$ cat src/rtl/vx_stream_coalesce_if.sv
// Handshake bundle for vx_stream_coalesce: per-lane request side and the
// single coalesced batch side.
interface vx_stream_coalesce_if #(
    parameter int unsigned NUM_REQS   = 4,
    parameter int unsigned DATA_WIDTH = 32,
    parameter int unsigned TAG_WIDTH  = 8
);
    logic [NUM_REQS-1:0]            valid_in;
    logic [NUM_REQS*DATA_WIDTH-1:0] data_in;
    logic [NUM_REQS*TAG_WIDTH-1:0]  tag_in;
    logic [NUM_REQS-1:0]            ready_in;

    logic                           valid_out;
    logic [NUM_REQS-1:0]            mask_out;
    logic [NUM_REQS*DATA_WIDTH-1:0] data_out;
    logic [TAG_WIDTH-1:0]           tag_out;
    logic                           ready_out;

    modport master (
        output valid_in, data_in, tag_in, ready_out,
        input  ready_in, valid_out, mask_out, data_out, tag_out
    );

    modport slave (
        input  valid_in, data_in, tag_in, ready_out,
        output ready_in, valid_out, mask_out, data_out, tag_out
    );
endinterface

$ cat src/rtl/vx_stream_coalesce.sv
// Gathers per-lane requests whose tag LSBs match into one batch, issuing it
// when full, on timeout, or when an incoming request cannot join the batch.
module vx_stream_coalesce #(
    parameter int unsigned NUM_REQS     = 4,
    parameter int unsigned DATA_WIDTH   = 32,
    parameter int unsigned TAG_WIDTH    = 8,
    parameter int unsigned TAG_SEL_BITS = 2,
    parameter int unsigned TIMEOUT      = 4
) (
    input logic                clk,
    input logic                reset,
    vx_stream_coalesce_if.slave bus
);
    localparam int unsigned TIMER_W    = $clog2(TIMEOUT + 1);
    // Timer starts at 0 on the first FILL cycle, so FILL lasts TIMEOUT-1 cycles.
    localparam int unsigned TIMER_LAST = (TIMEOUT >= 2) ? TIMEOUT - 2 : 0;
    localparam logic [TAG_WIDTH-1:0] SEL_MASK =
        TAG_WIDTH'((64'd1 << TAG_SEL_BITS) - 64'd1);

    typedef enum logic [1:0] {StIdle, StFill, StIssue} state_e;

    state_e                         state_q;
    logic [NUM_REQS-1:0]            mask_q, mask_d;
    logic [NUM_REQS*DATA_WIDTH-1:0] slots_q, slots_d;
    logic [TAG_WIDTH-1:0]           tag_q;
    logic [TIMER_W-1:0]             timer_q;

    logic                           valid_out_q;
    logic [NUM_REQS-1:0]            mask_out_q;
    logic [NUM_REQS*DATA_WIDTH-1:0] data_out_q;
    logic [TAG_WIDTH-1:0]           tag_out_q;

    logic [TAG_WIDTH-1:0] lead_tag, sel_tag, lane_tag;
    logic [NUM_REQS-1:0]  ready, accept;
    logic                 full, conflict, timeout_hit, any_valid;

    // Tag of the lowest-index valid lane seeds a new batch.
    always_comb begin
        lead_tag = '0;
        for (int i = int'(NUM_REQS) - 1; i >= 0; i--) begin
            if (bus.valid_in[i]) lead_tag = bus.tag_in[i*TAG_WIDTH +: TAG_WIDTH];
        end
    end

    assign sel_tag = (state_q == StIdle) ? lead_tag : tag_q;

    always_comb begin
        ready    = '0;
        lane_tag = '0;
        for (int i = 0; i < int'(NUM_REQS); i++) begin
            lane_tag = bus.tag_in[i*TAG_WIDTH +: TAG_WIDTH];
            if (!reset && (((lane_tag ^ sel_tag) & SEL_MASK) == '0)) begin
                case (state_q)
                    StIdle:  ready[i] = bus.valid_in[i];
                    StFill:  ready[i] = ~mask_q[i];
                    default: ready[i] = 1'b0;
                endcase
            end
        end
    end

    assign accept      = bus.valid_in & ready;
    assign mask_d      = mask_q | accept;
    assign full        = &mask_d;
    assign conflict    = |(bus.valid_in & ~ready);
    assign any_valid   = |bus.valid_in;
    assign timeout_hit = (timer_q >= TIMER_W'(TIMER_LAST));

    always_comb begin
        slots_d = slots_q;
        for (int i = 0; i < int'(NUM_REQS); i++) begin
            if (accept[i]) slots_d[i*DATA_WIDTH +: DATA_WIDTH] = bus.data_in[i*DATA_WIDTH +: DATA_WIDTH];
        end
    end

    always_ff @(posedge clk) begin
        if (reset) begin
            state_q     <= StIdle;
            mask_q      <= '0;
            slots_q     <= '0;
            tag_q       <= '0;
            timer_q     <= '0;
            valid_out_q <= 1'b0;
            mask_out_q  <= '0;
            data_out_q  <= '0;
            tag_out_q   <= '0;
        end else begin
            unique case (state_q)
                StIdle: begin
                    if (any_valid) begin
                        mask_q  <= mask_d;
                        slots_q <= slots_d;
                        tag_q   <= lead_tag;
                        timer_q <= '0;
                        if (full) begin
                            state_q     <= StIssue;
                            valid_out_q <= 1'b1;
                            mask_out_q  <= mask_d;
                            data_out_q  <= slots_d;
                            tag_out_q   <= lead_tag;
                        end else begin
                            state_q <= StFill;
                        end
                    end
                end
                StFill: begin
                    mask_q  <= mask_d;
                    slots_q <= slots_d;
                    timer_q <= timer_q + 1'b1;
                    if (full || timeout_hit || conflict) begin
                        state_q     <= StIssue;
                        valid_out_q <= 1'b1;
                        mask_out_q  <= mask_d;
                        data_out_q  <= slots_d;
                        tag_out_q   <= tag_q;
                    end
                end
                StIssue: begin
                    // Slots are cleared here so unmasked lanes of the next batch read zero.
                    if (bus.ready_out) begin
                        state_q     <= StIdle;
                        mask_q      <= '0;
                        slots_q     <= '0;
                        valid_out_q <= 1'b0;
                        mask_out_q  <= '0;
                        data_out_q  <= '0;
                        tag_out_q   <= '0;
                    end
                end
                default: state_q <= StIdle;
            endcase
        end
    end

    assign bus.ready_in  = ready;
    assign bus.valid_out = valid_out_q;
    assign bus.mask_out  = mask_out_q;
    assign bus.data_out  = data_out_q;
    assign bus.tag_out   = tag_out_q;
endmodule

$ cat src/flat_wrapper.sv
// flat-port wrapper written by rule: the top's interface ports become plain ports
module vx_stream_coalesce_flat 
#(
    parameter int unsigned NUM_REQS     = 4,
    parameter int unsigned DATA_WIDTH   = 32,
    parameter int unsigned TAG_WIDTH    = 8,
    parameter int unsigned TAG_SEL_BITS = 2,
    parameter int unsigned TIMEOUT      = 4
)
  (clk, reset, bus_valid_in, bus_data_in, bus_tag_in, bus_ready_out, bus_ready_in, bus_valid_out, bus_mask_out, bus_data_out, bus_tag_out);
  vx_stream_coalesce_if #(.NUM_REQS(NUM_REQS), .DATA_WIDTH(DATA_WIDTH), .TAG_WIDTH(TAG_WIDTH)) bus_i ();
  input logic clk;
  input logic reset;
  input wire logic [$bits(bus_i.valid_in)-1:0] bus_valid_in;
  input wire logic [$bits(bus_i.data_in)-1:0] bus_data_in;
  input wire logic [$bits(bus_i.tag_in)-1:0] bus_tag_in;
  input wire logic [$bits(bus_i.ready_out)-1:0] bus_ready_out;
  output wire logic [$bits(bus_i.ready_in)-1:0] bus_ready_in;
  output wire logic [$bits(bus_i.valid_out)-1:0] bus_valid_out;
  output wire logic [$bits(bus_i.mask_out)-1:0] bus_mask_out;
  output wire logic [$bits(bus_i.data_out)-1:0] bus_data_out;
  output wire logic [$bits(bus_i.tag_out)-1:0] bus_tag_out;
  assign bus_i.valid_in = bus_valid_in;
  assign bus_i.data_in = bus_data_in;
  assign bus_i.tag_in = bus_tag_in;
  assign bus_i.ready_out = bus_ready_out;
  assign bus_ready_in = bus_i.ready_in;
  assign bus_valid_out = bus_i.valid_out;
  assign bus_mask_out = bus_i.mask_out;
  assign bus_data_out = bus_i.data_out;
  assign bus_tag_out = bus_i.tag_out;
  vx_stream_coalesce #(.NUM_REQS(NUM_REQS), .DATA_WIDTH(DATA_WIDTH), .TAG_WIDTH(TAG_WIDTH), .TAG_SEL_BITS(TAG_SEL_BITS), .TIMEOUT(TIMEOUT)) u_core (.clk(clk), .reset(reset), .bus(bus_i));
endmodule
$ cat config.mk
export PLATFORM = sky130hd
export DESIGN_NAME = vx_stream_coalesce_flat
export DESIGN_NICKNAME = d
export VERILOG_FILES = /design/src/rtl/vx_stream_coalesce_if.sv /design/src/rtl/vx_stream_coalesce.sv /design/src/flat_wrapper.sv
export SDC_FILE = /design/constraint.sdc
export NUM_CORES = 1
export LEC_CHECK = 0
export BUFFER_PORTS_ARGS = -buffer_cell sky130_fd_sc_hd__buf_4
export CAP_MARGIN = 30
export CORE_MARGIN = 2
export CORE_UTILIZATION = 55
export CTS_BUF_LIST = sky130_fd_sc_hd__clkbuf_16
export DETAILED_ROUTE_END_ITERATION = 8
export PLACE_DENSITY_LB_ADDON = 0.3
export SYNTH_ARGS = -nofsm -noshare
export SYNTH_HDL_FRONTEND = slang
export SYNTH_SLANG_ARGS = --single-unit
$ cat constraint.sdc
create_clock -name clk -period 6.2 [get_ports clk]
set_input_delay 1.24 -clock clk [delete_from_list [all_inputs] [get_ports clk]]
set_output_delay 1.24 -clock clk [all_outputs]
set_load 0.03 [all_outputs]
==> flow_metrics.env, run 1 <==
export IMPL_wl_um=45700
export IMPL_post_route_util_pct=69.6
export IMPL_synth_largest_area_cell="dfxtp_1"
export IMPL_syn_avg_cell_area_sq_um=7.81
export IMPL_syn2layout_area_growth_pct=23.7
export IMPL_synth_top_area_share_pct=40.2
export IMPL_peakVddDrop_mv=0.246
export IMPL_postCtsResizedCells=0
export IMPL_crit_fanout=34
export IMPL_synth_warnings=0
export IMPL_antenna_found_initial=0
export IMPL_final_nets=2155
export IMPL_synth_compound_area_share_pct=30.3
export IMPL_power_density_mw_per_mm2=304
export IMPL_clk_pin_slew_ps=70
export IMPL_synth_area_top_cells="dfxtp_1 (40%), a21oi_1 (12%), o221ai_1 (5.9%), nand2_1 (5.6%), o211ai_1 (5.1%)"
export IMPL_fin_hold_ws_ps=451
export IMPL_finalCriticalPeriod_ps=5030
export IMPL_initial_utilization_pct=56.3
export IMPL_drv_slew=0
export IMPL_startpoint_type="register"
export IMPL_cts_made_buffers=31
export IMPL_grt_pass1_wl_um=70800
export IMPL_crit_type="reg -> out"
export IMPL_drt_first_pass_iters=5
export IMPL_synth_seq_cells=286
export IMPL_wire_per_inst_um=19.6
export IMPL_clock_fmax_mhz=199
export IMPL_synthAdderAreaFrac_pct=0.527
export IMPL_cp_data_arrival_time_ps=3790
export IMPL_drtAntennaViolNets=0
export IMPL_die_w_um=165
export IMPL_synth_edff_count=0
export IMPL_p_clk_share_pct=34.2
export IMPL_io_buffers=311
export IMPL_antenna_cells=0
export IMPL_tightest_slew_ps=974
export IMPL_synth_top_family_by_area="compound AO/OA/AOI/OAI gates"
export IMPL_htree_levels=1
export IMPL_cts_root_buf="clkbuf_16"
export IMPL_track_usage_pct=31.8
export IMPL_num_rows=58
export IMPL_worst_slack_ps=1170
export IMPL_cts_hold_fix_buffers=0
export IMPL_seqPwrFrac_pct=37.0
export IMPL_clock_path_buffers=3
export IMPL_drv_cap=0
export IMPL_pre_cts_slack_ps=1280
export IMPL_synth_seq_area_share_pct=40.2
export IMPL_setup_viol=0
export IMPL_hold_viol=0
export IMPL_finalCritPeriodShare_pct=81.1
export IMPL_cts_tree="built"
export IMPL_skew_ps=12.7
export IMPL_p_leak_nw=6.62
export IMPL_die_area_sq_mm=0.0272
export IMPL_swShare_pct=36.0
export IMPL_ios=312
export IMPL_yosys_area_share_simple_pct=16.7
export IMPL_drive_gt1_share_pct=20.8
export IMPL_fin_tns_setup_ps=0
export IMPL_clk_latency_ps=560
export IMPL_die_h_um=165
export IMPL_slew_headroom_pct=35.1
export IMPL_muxShareOfSynthArea_pct=5.75
export IMPL_crit_required_ps=4960
export IMPL_grt_max_degree=130
export IMPL_endpoint_kind="primary output"
export IMPL_postCtsSetupRepairBufs=0
export IMPL_intPower_mw=3.43
export IMPL_place_congestion=0.885
export IMPL_rsz0062_at_grt="false"
export IMPL_netlist_area_sq_mm=0.0143
export IMPL_grt_ovfl_total=0
export IMPL_comb_power_share_pct=28.8
export IMPL_syn_nets=1999
export IMPL_vias_per_cell=6.42
export IMPL_cts_sinks=286
export IMPL_core_sq_mm=0.0253
export IMPL_drc=0
export IMPL_p_sw_mw=1.93
export IMPL_status="completed"
export IMPL_hp_class="reg -> reg"
export IMPL_ys_types=57
export IMPL_drt_initial_drc_count=1791
export IMPL_synth_xor_area_share_pct=0.246
export IMPL_async_flop_share_pct=0
export IMPL_vias=15000
export IMPL_synth_flop_cell="dfxtp_1"
export IMPL_synth_cells=1826
export IMPL_grt_pass1_vias=13800
export IMPL_dp_hpwl_um=28300
registers in the layout, indices dropped and copies added (netlist names):
register and flops:
u_core.bus.data_out 128, u_core.bus.tag_out 8, u_core.timer_q 3, u_core.bus.valid_out 1
u_core.bus.mask_out 4, u_core.slots_q 128, u_core.state_q 2, u_core.mask_q 4
u_core.tag_q 8
cell families after synthesis:
logic type | count (synthesis)
compound gates | 701
xor+xnor | 4
fa+ha+maj | 6
buf+inv | 231
flops | 286
mux | 77
simple gates | 521
worst max-delay path, stage by stage, from the launching register on:
cell and delay [ps]:
dfxtp_1 330, inv_1 150, ha_1 820, inv_1 470, nand2_1 220, a21boi_2 350
mux2i_2 260, buf_4 350, nor2_1 80, buf_4 180
layout by cell type, fill, tap and decap left out, types with 6 or more instances in the layout:
cell       count
a211oi_1      20
clkinv_1       7
nand2_1      211
mux2_2         7
nor2b_1       43
nor3_1        70
mux2_1        32
clkbuf_16     31
inv_1         20
o211ai_1      97
buf_4        328
buf_16         6
a21oi_1      338
dfxtp_1      286
o21ai_0      109
nand3_1      105
mux2i_1       36
clkinv_2       7
nor2_1        66
o221ai_1      96
power groups by stage:
stage	logic [mW]	registers (mW)	clock network (mW)
floorplan	0.928	2.09	0
global placement	1.45	2.01	0
detailed placement	1.51	2.02	0
CTS	1.52	1.98	1.85
global route	1.64	1.99	1.93
finish	1.54	1.98	1.83
Yosys cell counts, types with 2 or more instances:
cell        n
ha_1        6
o221ai_1   96
inv_1      15
o21ai_0   111
dfxtp_1   286
or4_1       2
a211oi_1   20
nand4_1     2
buf_2      25
nand2b_1    4
mux2i_1    38
nor4_1      3
mux2_1     32
nor3_1     70
xor2_1      2
nand3b_1    2
a21oi_1   338
o211ai_1   97
clkbuf_1  181
xnor2_1     2
nor2_1     67
nand3_1   105
nand2_1   212
a221oi_1    5
mux2_2      7
o21a_1      3
a211oi_2    5
buf_1      10
a22oi_1     4
a21o_1      2
and2_1      2
nor2b_1    43
a31oi_1     4
nor3b_2     2
stage by stage:
| stage | total power, mW | cell area [sq um] | cells |
|---|---|---|---|
| after floorplan | 3.02 | 14300 | 1826 |
| after global placement | 3.46 | 16400 | 2271 |
| after detailed placement | 3.53 | 16600 | 2278 |
| after CTS | 5.35 | 17600 | 2334 |
| after global routing | 5.56 | 17600 | 2335 |
| final | 5.35 | 17600 | 2335 |
layout make-up:
class	count	area, sq um
multi-input cells	1309	7730
fillers	2012	7690
flip-flops and latches	286	5730
repair buffers	339	2720
clock buffers	31	776
well taps	330	413
clock inverters	25	218
inverters	15	56.3
layer usage:
metal / up-vias / routed length (um) / GRT usage (%)
met5: - / 0 / 0
met4: 0 / 1610 / 11.4
met3: 108 / 4190 / 6.05
met2: 781 / 21900 / 53.3
met1: 7121 / 18100 / 40.8
li1: 6977 / - / -
worst paths after layout:
kind / start / endpoint / slack, ps / depth (start not counted)
worst max register to register: u_core.state_q[0] / u_core.bus.data_out[96] / 1190 / 11
worst min register to register: u_core.slots_q[13] / u_core.slots_q[13] / 450 / 2
worst max-delay path: u_core.state_q[0] / bus_ready_in[3] / 1170 / 9
worst min-delay path: u_core.slots_q[13] / u_core.slots_q[13] / 450 / 2
No activity file was read; power rests on OpenSTA's default activity.
==> run 2: changes to the inputs <==
--- a/config.mk
+++ b/config.mk
@@ -8,7 +8,7 @@
 export BUFFER_PORTS_ARGS = -buffer_cell sky130_fd_sc_hd__buf_4
 export CAP_MARGIN = 30
 export CORE_MARGIN = 2
-export CORE_UTILIZATION = 55
+export CORE_UTILIZATION = 50
 export CTS_BUF_LIST = sky130_fd_sc_hd__clkbuf_16
 export DETAILED_ROUTE_END_ITERATION = 8
 export PLACE_DENSITY_LB_ADDON = 0.3
==> constraint.sdc (replaced) <==
create_clock -name clk -period 4.1 [get_ports clk]
set_input_delay 0.82 -clock clk [delete_from_list [all_inputs] [get_ports clk]]
set_output_delay 0.82 -clock clk [all_outputs]
set_load 0.03 [all_outputs]
==> run 2 against run 1 <==
Effect of this change: first-iteration DRC count up 0.73%; sequential share of layout area down 0.40 points; highest routed layer is now met5; final area up 1.2%; cell count up 3.1%; critical endpoint is now u_core.bus.data_out[94].
==> flow_metrics.env, run 2 (same netlist as run 1, synthesis figures left out) <==
export IMPL_rr_worst_depth=11
export IMPL_status="completed"
export IMPL_cts_made_buffers=31
export IMPL_critPathTopFamily="compound AO/OA/AOI/OAI gates"
export IMPL_grt_pass1_vias=14000
export IMPL_rsz0062_at_grt="false"
export IMPL_post_route_util_pct=63.9
export IMPL_hp_class="reg -> reg"
export IMPL_drt_first_pass_iters=5
export IMPL_holdCritStartpoint="u_core.slots_q[96]"
export IMPL_timing_reg2reg_setup_slack_ps=370
export IMPL_fin_hold_ws_ps=451
export IMPL_endpoint_kind="register"
export IMPL_grt_max_degree=121
export IMPL_startpoint="u_core.state_q[1]"
export IMPL_die_w_um=173
export IMPL_final_nets=2175
export IMPL_crit_required_ps=4500
export IMPL_dp_hpwl_um=29000
export IMPL_track_usage_pct=29.3
export IMPL_htree_levels=1
export IMPL_hold_viol=0
export IMPL_ios=312
export IMPL_grt_ovfl_total=0
export IMPL_setup_viol=0
export IMPL_drive_gt1_share_pct=21.7
export IMPL_clk_pin_slew_ps=60
export IMPL_cp_data_arrival_time_ps=4130
export IMPL_drtAntennaViolNets=0
export IMPL_vias_per_cell=6.25
export IMPL_syn2layout_area_growth_pct=25.2
export IMPL_tightest_slew_ps=1030
export IMPL_cts_root_buf="clkbuf_16"
export IMPL_drv_slew=0
export IMPL_worstPathCellList="inv_1 -> ha_1 -> inv_1 -> o22ai_1 -> o2111ai_1 -> a211oi_2 -> a21oi_1 -> or4_4 -> buf_12 -> o221ai_1 -> a21oi_1"
export IMPL_p_leak_nw=6.71
export IMPL_cts_sinks=286
export IMPL_wl_um=46900
export IMPL_met1_length_um=19100
export IMPL_hold_depth=2
export IMPL_final_common_cell="buf_4"
export IMPL_vias=15100
export IMPL_skew_ps=9.77
export IMPL_finalPower_mw=8.12
export IMPL_top_layer_used="met5"
export IMPL_worst_path_buf_inv=3
export IMPL_finalCriticalPeriod_ps=3730
export IMPL_drv_cap=0
export IMPL_crit_slowest_cell="or4_4"
export IMPL_timing_rr_start="u_core.state_q[1]"
export IMPL_wire_per_inst_um=19.5
export IMPL_fin_tns_setup_ps=0
export IMPL_antenna_found_initial=6
export IMPL_num_rows=61
export IMPL_clock_path_buffers=3
export IMPL_multi_input_area_sq_mm=0.00773
export IMPL_fillers=2465
export IMPL_finalCritPeriodShare_pct=91.0
export IMPL_drc=0
export IMPL_clk_latency_ps=570
export IMPL_slowest_delay_ps=720
export IMPL_crit_fanout=46
export IMPL_peakVddDrop_mv=0.336
export IMPL_drt_initial_drc_count=1804
export IMPL_clock_fmax_mhz=268
export IMPL_slew_headroom_pct=31.4
export IMPL_die_area_sq_mm=0.0299
export IMPL_startpoint_type="register"
export IMPL_rr_endpoint="u_core.bus.data_out[94]"
export IMPL_wl_met3_um=4510
export IMPL_wl_met2_um=21300
export IMPL_power_density_mw_per_mm2=455
export IMPL_final_cell_mix="buf_4 (344), a21oi_1 (338), dfxtp_1 (286)"
export IMPL_crit_type="reg -> reg"
export IMPL_cts_tree="built"
export IMPL_core_sq_mm=0.0279
export IMPL_whs_endpoint="u_core.slots_q[96]"
export IMPL_initial_utilization_pct=51.0
export IMPL_place_congestion=0.924
export IMPL_io_buffers=311
export IMPL_die_h_um=173
export IMPL_grt_pass1_wl_um=73800
export IMPL_seqCellArea_sq_mm=0.00573
==> run 2: changes by cell type in the layout (fill, tap and decap cells not counted), sizes merged <==
| cell | previous run | this run |
|---|---|---|
| clkinv | 14 | 13 |
| inv | 22 | 25 |
| bufinv | 4 | 3 |
| buf | 339 | 359 |
| diode | 0 | 4 |
==> run 2: layout make-up <==
type | count | area share (%)
inverters | 15 | 0.315
multi-input cells | 1309 | 43.3
clock inverters | 26 | 1.11
flip-flops and latches | 286 | 32.1
diodes | 4 | 0.0561
repair buffers | 359 | 16.1
well taps | 378 | 2.65
clock buffers | 31 | 4.35
==> run 2: repair_timing <==
| item | in CTS | in global routing |
|---|---|---|
| resized for setup | 0 | 2 |
| hold buffers | 0 | 0 |
| setup endpoints to repair | 0 | 1 |
| endpoints found under the hold margin | 0 | 0 |
| setup buffers | 0 | 0 |
==> run 2: layer usage <==
metal	track usage [%]	vias to the layer above
li1	-	7009
met1	38.5	7115
met2	46.8	797
met3	6.35	125
met4	12.2	6
met5	0	-
==> run 2: worst max-delay path by stage <==
stage | to | cells past startpoint
after global placement | u_core.bus.tag_out[5] | 10
after detailed placement | u_core.bus.tag_out[5] | 10
after global routing | bus_ready_in[0] | 9
final | u_core.bus.data_out[94] | 11
after floorplan | u_core.bus.data_out[111] | 12
after CTS | bus_ready_in[0] | 9
==> run 2: per-stage QoR <==
stage               area, sq um  worst slack [ps]  cells
floorplan                 14300               398   1826
global placement          16800               227   2345
detailed placement        16800               191   2346
CTS                       17800               107   2403
global route              17800               194   2406
finish                    17900               369   2408
==> run 2: power breakdown <==
group,internal (mW),switching (mW)
Clock,1.56,1.17
Sequential,2.92,0.0773
Combinational,0.695,1.71
==> run 2: worst reg2reg max path, stage by stage (launching register included) <==
cell and delay, ps:
dfxtp_1 340, inv_1 110, ha_1 650, inv_1 140
o22ai_1 160, o2111ai_1 180, a211oi_2 380, a21oi_1 230
or4_4 720, buf_12 280, o221ai_1 280, a21oi_1 110
==> run 3: changes to the inputs <==
--- a/config.mk
+++ b/config.mk
@@ -8,8 +8,8 @@
 export BUFFER_PORTS_ARGS = -buffer_cell sky130_fd_sc_hd__buf_4
 export CAP_MARGIN = 30
 export CORE_MARGIN = 2
-export CORE_UTILIZATION = 50
-export CTS_BUF_LIST = sky130_fd_sc_hd__clkbuf_16
+export CORE_UTILIZATION = 40
+export CTS_CLUSTER_SIZE = 28
 export DETAILED_ROUTE_END_ITERATION = 8
 export PLACE_DENSITY_LB_ADDON = 0.3
 export SYNTH_ARGS = -nofsm -noshare
==> run 3 against run 2 <==
Effect of this change: global-route usage shrank 4.5 points; cell count grew 3.2%; combinational power is essentially flat; utilization shrank 13 points; critical path type is now reg -> out; critical endpoint is now bus_ready_in[0]; largest cell class unchanged; largest power group is now clock; highest routed layer is now met4.
==> flow_metrics.env, run 3 (same netlist as run 1, synthesis figures left out) <==
export IMPL_post_route_util_pct=51.1
export IMPL_grt_ovfl_total=0
export IMPL_drt_initial_drc_count=1338
export IMPL_drv_slew=0
export IMPL_num_rows=69
export IMPL_rr_endpoint="u_core.state_q[1]"
export IMPL_htree_levels=2
export IMPL_p_leak_nw=6.72
export IMPL_io_buffers=311
export IMPL_crit_type="reg -> out"
export IMPL_final_cells=2486
export IMPL_die_w_um=193
export IMPL_cts_hold_fix_buffers=0
export IMPL_timing_reg2reg_setup_slack_ps=440
export IMPL_whs_endpoint="u_core.slots_q[116]"
export IMPL_status="completed"
export IMPL_crit_fanout=18
export IMPL_cp_data_arrival_time_ps=3000
export IMPL_fin_tns_setup_ps=0
export IMPL_path_common_cell="buf_4"
export IMPL_initial_utilization_pct=40.4
export IMPL_rsz0062_at_grt="false"
export IMPL_dp_cells=2423
export IMPL_hold_depth=2
export IMPL_drt_first_pass_iters=5
export IMPL_wire_per_inst_um=19.3
export IMPL_cts_sinks=286
export IMPL_peakVddDrop_mv=0.292
export IMPL_fin_hold_ws_ps=449
export IMPL_startpoint_type="register"
export IMPL_ios=312
export IMPL_die_area_sq_mm=0.0372
export IMPL_drc=0
export IMPL_worstPathCellList="inv_1 -> ha_1 -> buf_4 -> nor2b_2 -> a21oi_2 -> xnor2_2 -> nor3_1 -> buf_4"
export IMPL_tightest_slew_ps=898
export IMPL_clk_pin_slew_ps=60
export IMPL_finalPower_mw=8.42
export IMPL_endpoint_kind="primary output"
export IMPL_slew_headroom_pct=40.1
export IMPL_crit_required_ps=3280
export IMPL_skew_ps=11.6
export IMPL_holdCritStartpoint="u_core.slots_q[116]"
export IMPL_syn2layout_area_growth_pct=26.5
export IMPL_vias_per_cell=5.95
export IMPL_hold_viol=0
export IMPL_drtAntennaViolNets=0
export IMPL_clk_latency_ps=520
export IMPL_core_sq_mm=0.0353
export IMPL_cts_made_buffers=35
export IMPL_multi_input_area_sq_mm=0.00773
export IMPL_wl_um=48100
export IMPL_dp_hpwl_um=29100
export IMPL_crit_slowest_cell="nor3_1"
export IMPL_clock_path_buffers=3
export IMPL_drv_cap=0
export IMPL_final_nets=2174
export IMPL_cts_root_buf="clkbuf_16"
export IMPL_grt_pass1_wl_um=74900
export IMPL_setup_viol=0
export IMPL_hp_class="reg -> reg"
export IMPL_drive_gt1_share_pct=21.8
export IMPL_seqCellArea_sq_mm=0.00573
export IMPL_slowest_delay_ps=500
export IMPL_vias=14800
export IMPL_final_common_cell="buf_4"
export IMPL_track_usage_pct=24.9
export IMPL_antenna_found_initial=5
export IMPL_clock_fmax_mhz=262
export IMPL_die_h_um=193
export IMPL_rr_worst_depth=11
export IMPL_place_congestion=0.876
export IMPL_timing_rr_start="u_core.state_q[0]"
export IMPL_fillers=3439
export IMPL_grt_pass1_vias=14100
export IMPL_finalCritPeriodShare_pct=93.1
export IMPL_final_cell_mix="buf_4 (340), a21oi_1 (338), dfxtp_1 (286)"
export IMPL_finalCriticalPeriod_ps=3820
export IMPL_power_density_mw_per_mm2=467
export IMPL_cts_tree="built"
export IMPL_grt_max_degree=99
==> run 3: final cells by class <==
type,instances,area share [%]
Timing Repair Buffer,354,15.8
Tap cell,461,3.20
Antenna cell,4,0.0555
Sequential cell,286,31.7
Inverter,15,0.312
Multi-Input combinational cell,1309,42.8
Clock buffer,48,5.46
Clock inverter,9,0.590
==> run 3: what timing repair did <==
| item | in CTS | in global routing |
|---|---|---|
| resized for setup | 0 | 1 |
| setup endpoints to repair | 0 | 1 |
| setup buffers | 0 | 0 |
==> run 3: critical path, delay by kind of cell (launching register included) <==
kind	cells	cell delay (ps)
AND/OR/NAND/NOR	2	850
buffers and inverters	3	640
flip-flops	1	380
adder cells (fa/ha/maj)	1	270
XOR/XNOR	1	220
AO/OA/AOI/OAI	1	120
==> run 3: worst max path at each step <==
stage / depth (start not counted) / to / slack [ps] / start
3_3_place_gp: 10 / u_core.state_q[1] / 280 / bus_valid_in[0]
5_1_grt: 8 / bus_ready_in[0] / 140 / u_core.state_q[0]
2_1_floorplan: 12 / u_core.bus.data_out[111] / 400 / bus_valid_in[2]
6_report: 8 / bus_ready_in[0] / 280 / u_core.state_q[0]
3_5_place_dp: 10 / u_core.state_q[1] / 270 / bus_valid_in[0]
4_1_cts: 8 / bus_ready_in[0] / 120 / u_core.state_q[0]
==> run 3: per-layer routing <==
metal,vias to the layer above,global-route usage [%],wire [um]
li1,7018,-,-
met1,7127,32.5,20500
met2,590,40.4,22300
met3,63,6.11,4310
met4,0,7.49,994
met5,-,0,0
==> run 3: report_power, final <==
group	switching (mW)	internal [mW]	total [mW]	leakage (nW)
Clock	1.20	1.80	3.00	0.540
Combinational	1.72	0.696	2.42	3.87
Sequential	0.0762	2.92	2.99	2.31
==> run 3: per-stage QoR <==
step | worst slack (ps) | cell area (sq um)
global placement | 282 | 16800
CTS | 120 | 18000
finish | 284 | 18000
floorplan | 398 | 14300
detailed placement | 268 | 16900
global route | 142 | 18000
